==> src/rtl/timer_dev_pkg.sv <==
// Register map, CTRL layout and FSM encoding
// shared by the countdown timer.
package timer_dev_pkg;

  localparam logic [1:0] TMR_CTRL   = 2'd0;
  localparam logic [1:0] TMR_PRESET = 2'd1;
  localparam logic [1:0] TMR_COUNT  = 2'd2;
  localparam logic [1:0] TMR_RSVD   = 2'd3;

  localparam logic [1:0] MODE_RELOAD = 2'b01;

  typedef struct packed {
    logic       im;
    logic [1:0] mode;
    logic       en;
  } ctrl_t;

  typedef enum logic [1:0] {
    ST_IDLE = 2'd0,
    ST_LOAD = 2'd1,
    ST_CNT  = 2'd2,
    ST_INT  = 2'd3
  } state_e;

endpackage

==> src/rtl/timer_dev.sv <==
// Memory-mapped countdown timer driving one
// CP0 HWInt line; one-shot or auto-reload.
module timer_dev
  import timer_dev_pkg::*;
#(
  parameter int unsigned      WIDTH      = 32,
  parameter logic [WIDTH-1:0] PRESET_RST = '0
) (
  input  logic             clk,
  input  logic             reset,
  input  logic [1:0]       addr,
  input  logic             we,
  input  logic [WIDTH-1:0] din,
  output logic [WIDTH-1:0] dout,
  output logic             irq
);

  ctrl_t            ctrl_q, ctrl_d;
  logic [WIDTH-1:0] preset_q, preset_d;
  logic [WIDTH-1:0] count_q, count_d;
  state_e           state_q, state_d;
  logic             pend_q, pend_d;
  logic             wr_ctrl, wr_pre;

  assign wr_ctrl = we && (addr == TMR_CTRL);
  assign wr_pre  = we && (addr == TMR_PRESET);

  always_ff @(posedge clk) begin
    if (reset) begin
      ctrl_q   <= '0;
      preset_q <= PRESET_RST;
      count_q  <= '0;
      state_q  <= ST_IDLE;
      pend_q   <= 1'b0;
    end else begin
      ctrl_q   <= ctrl_d;
      preset_q <= preset_d;
      count_q  <= count_d;
      state_q  <= state_d;
      pend_q   <= pend_d;
    end
  end

  always_comb begin
    ctrl_d   = ctrl_q;
    preset_d = preset_q;
    count_d  = count_q;
    state_d  = state_q;
    pend_d   = pend_q;

    if (wr_pre) begin
      preset_d = din;
    end
    // FSM set below overrides this clear
    if (wr_ctrl || wr_pre) begin
      pend_d = 1'b0;
    end

    unique case (state_q)
      ST_IDLE: begin
        if (ctrl_q.en) begin
          state_d = ST_LOAD;
        end
      end
      ST_LOAD: begin
        count_d = preset_q;
        state_d = ST_CNT;
      end
      ST_CNT: begin
        if (!ctrl_q.en) begin
          state_d = ST_IDLE;
        end else if (count_q > WIDTH'(1)) begin
          count_d = count_q - WIDTH'(1);
        end else begin
          count_d = '0;
          pend_d  = 1'b1;
          state_d = ST_INT;
        end
      end
      ST_INT: begin
        if (ctrl_q.mode == MODE_RELOAD) begin
          pend_d  = 1'b0;
          state_d = ST_LOAD;
        end else begin
          ctrl_d.en = 1'b0;
          state_d   = ST_IDLE;
        end
      end
      default: begin
        state_d = ST_IDLE;
      end
    endcase

    // a CPU CTRL write replaces the whole field
    if (wr_ctrl) begin
      ctrl_d = ctrl_t'(din[3:0]);
    end
  end

  always_comb begin
    dout = '0;
    unique case (addr)
      TMR_CTRL:   dout = {{(WIDTH-4){1'b0}}, ctrl_q};
      TMR_PRESET: dout = preset_q;
      TMR_COUNT:  dout = count_q;
      TMR_RSVD:   dout = '0;
      default:    dout = '0;
    endcase
  end

  assign irq = pend_q & ctrl_q.im;

endmodule

==> config.mk <==
export PLATFORM = sky130hd
export DESIGN_NAME = timer_dev
export DESIGN_NICKNAME = d
export VERILOG_FILES = /design/src/rtl/timer_dev_pkg.sv /design/src/rtl/timer_dev.sv
export SDC_FILE = /design/constraint.sdc
export NUM_CORES = 1
export LEC_CHECK = 0
export ABC_AREA = 1
export BUFFER_PORTS_ARGS = -buffer_cell sky130_fd_sc_hd__buf_2
export CORE_MARGIN = 2
export CORE_UTILIZATION = 50
export CTS_CLUSTER_DIAMETER = 30
export DETAILED_ROUTE_END_ITERATION = 10
export PLACE_DENSITY = 0.73
export SLEW_MARGIN = 30
export SYNTH_ARGS = -nofsm -noshare
export SYNTH_HDL_FRONTEND = slang
export SYNTH_SLANG_ARGS = --single-unit
==> constraint.sdc <==
create_clock -name clk -period 2.1 [get_ports clk]
set_input_delay 0.63 -clock clk [delete_from_list [all_inputs] [get_ports clk]]
set_output_delay 0.63 -clock clk [all_outputs]
set_load 0.03 [all_outputs]
==> metrics.md <==
| Metric | Value |
|---|---|
| Reg2reg setup slack | `0.16 ns` |
| Max-capacitance violation count | `0` |
| Die H | `95.0 um` |
| Post-detailed-route count of antenna-violating nets | `0` |
| Gpl congestion | `0.964` |
| Vias per cell | `5.52` |
| Core Region | `8130 sq um` |
| TritonCTS Buffers | `9` |
| # hold bufs at CTS | `0` |
| RSZ-0062 raised after global routing | `yes` |
| Global-route wire length before repair | `19.7 mm` |
| Die span in x | `95.0 um` |
| Status | `complete, but fails checks` |
| Starting Density | `50.9%` |
| WP data required | `1.47 ns` |
| GR Overflow Total | `0` |
| Fin cells | `832` |
| Placed cell areas | `4930 sq um` |
| H-Tree Depth | `3` |
| Clk_lat worst skew | `0.36 ns` |
| Total Routed Length | `12.8 mm` |
| DR pass1 iterations | `5` |
| CP max stage delay | `0.19 ns` |
| Power Density | `598 nW/um^2` |
| Crit-path cells | `buf_8 -> nor2_4 -> clkinv_4 -> clkbuf_16 -> o22ai_4 -> buf_6` |
| Max-slew headroom | `47.2%` |
| Seq. cell area | `1420 sq um` |
| Cells after Synth | `650` |
| Fmax | `469 MHz` |
| Post-detail-place hpwl | `8.73 mm` |
| Final instance area | `5480 sq um` |
| Max layer used | `met4` |
| Worst-path clk slew | `0.07 ns` |
| #FFs+latches synth | `71` |
| DR vias | `4594` |
| Fillers | `714` |
| Gr usage total | `28.2%` |
| Worst-case clock buffer depth | `2` |
| Worst reg2reg startpoint | `state_q[0]` |
| DR DRC count | `0` |
| Sequential fraction of the synthesis area | `34.4%` |
| Startpoint Class | `primary input` |
| Worst path slowest cell | `clkbuf_16` |
| Fin crit period | `2.13 ns` |
| DIE AREA | `9020 sq um` |
| Vias in the first global route | `4138` |
| Final Max Slew Viols | `0` |
| Mapped Area | `4140 sq um` |
| Routed wl met3 | `784 um` |
| Final hold viol count | `0` |
| Yosys synthesis warning count | `0` |
| Routed length per placed instance | `15.4 um` |
| Kind of critical path | `in -> out` |
| Area delta synth->final | `32.4%` |
| Critical path's top delay family | `buffers and inverters` |
| Area contributors post-synth | `dfxtp_1 (34%), nand2_1 (14%), o21ai_0 (8.0%)` |
| Final worst slack | `-0.0302 ns` |
| Final Skew | `0.00885 ns` |
| Commonest non-fill, non-tap cell in the layout | `nand2_1` |
| IO buf count | `69` |
| Leak | `2.35 nW` |
| VDD IR-drop max | `333 uV` |
| Crit-path max FO | `5` |
| Final setup fails | `4` |
| N_diodes | `0` |
| Sink Count | `71` |
| Top Ports | `70` |
| Multi-input gate area | `2590 sq um` |
| Top cell type by total area after synthesis | `dfxtp_1` |
| Syn Nets | `689` |
| Hold Slack | `0.466 ns` |
| CP arrival | `1.50 ns` |
| Library cells used by synthesis | `29` |
| CTS tree | `yes` |
| Largest net degree at the start of global routing | `39` |
| Slew @ Worst Pin | `0.791 ns` |
| Most frequent cells in the layout | `nand2_1 (153), inv_1 (82), dfxtp_1 (71), o21ai_0 (66), nor2_1 (61)` |
| Total Nets Final | `763` |
| Hold Path Origin | `preset_q[18]` |
| WL met2 | `6.14 mm` |
| Failing checks | `setup timing` |
| Clock root buffer | `clkbuf_8` |
| Total power | `3.28 mW` |
| Top-area cell type share of the netlist area | `34.4%` |
| Num rows | `33` |
| Layout cell share with drive strength beyond 1 | `23.8%` |
| Met1 Wirelength | `5.71 mm` |
| Inst Count DP | `814` |
| Min-delay worst type | `reg -> reg` |
| Antenna violations before repair | `0` |
| CP endpoint kind | `output pin` |
| Initial DRC count | `250` |
| Crit path from | `addr[0]` |
| Period utilization | `101%` |
| Post-synthesis average cell area | `6.36 sq um` |
| Worst path bufs/invs | `4` |
## repair_timing
action | CTS | global route
gates resized for setup | 43 | 46
pin swaps | 0 | 2
cloned | 0 | 3
endpoints found under the setup margin | 32 | 32
buffers inserted | 0 | 1
## state kept, by name, indices dropped and copies added, names as in the netlist
signal    cells
pend_q        1
ctrl_q        4
preset_q     32
count_q      32
state_q       2
## power breakdown
part / switching [mW] / internal [mW]
combinational: 0.552 / 0.310
sequential: 0.0343 / 1.40
clock: 0.506 / 0.480
## final timing paths
check                                    to  cells after the start
worst min-delay path            count_q[18]                      2
worst max-delay path                dout[9]                      6
worst max register to register  count_q[12]                      7
worst min register to register  count_q[18]                      2
## cells by family (layout without fill, tap and decap cells)
| group | count (synthesis) | count (layout) | share of synthesized area, % |
|---|---|---|---|
| AO/OA/AOI/OAI | 180 | 180 | 24.0 |
| adder cells (fa/ha/maj) | 2 | 2 | 0.605 |
| AND/OR/NAND/NOR | 269 | 269 | 27.9 |
| flip-flops | 71 | 71 | 34.4 |
| buffers and inverters | 119 | 196 | 11.3 |
| XOR/XNOR | 9 | 9 | 1.91 |
## synth_stat cells
cell / n
inv_1: 86
o21ai_0: 66
nor2_4: 4
a21oi_2: 3
nand2_2: 7
nor2_2: 6
nor2_1: 63
o211ai_1: 1
a31oi_1: 2
xor2_1: 9
o22ai_1: 35
a311oi_1: 1
ha_1: 2
o221ai_1: 4
buf_6: 2
nand3_2: 1
a21oi_4: 1
buf_4: 1
nand2_4: 4
buf_2: 2
nand3_1: 25
clkbuf_1: 24
a21oi_1: 60
inv_2: 3
o21ai_1: 7
dfxtp_1: 71
nand2_1: 154
buf_1: 1
nand4_1: 5
## routing by layer
layer / track usage [%] / vias to the layer above
li1: - / 2261
met5: 0 / -
met1: 37.9 / 2123
met2: 47.2 / 190
met3: 4.31 / 20
met4: 7.61 / 0
## stage by stage
stage / setup slack (ns) / utilization, % / TNS (ns)
6_report: -0.0302 / 67.3 / -0.0353
4_1_cts: -0.00493 / 64.1 / -0.0126
3_5_place_dp: -0.0891 / 60.6 / -1.60
5_1_grt: -0.0552 / 67.3 / -0.397
3_3_place_gp: -0.0711 / 60.6 / -1.26
2_1_floorplan: -0.159 / - / -1.84
## worst reg2reg max path, cell delays in order, from the launching register on
cell,delay (ns)
dfxtp_1,0.46
nor2_4,0.07
nand2_1,0.22
nand2_1,0.11
inv_1,0.60
nor2_1,0.21
nand2_1,0.13
nand2_1,0.05
## cell type report
class | instances | area share (%)
multi-input combinational | 460 | 47.3
timing repair buffer | 93 | 15.1
tap | 105 | 2.40
sequential | 71 | 25.9
inverter | 89 | 6.28
clock buffer | 13 | 2.90
clock inverter | 1 | 0.0914
No activity file was read; power rests on OpenSTA's default activity.
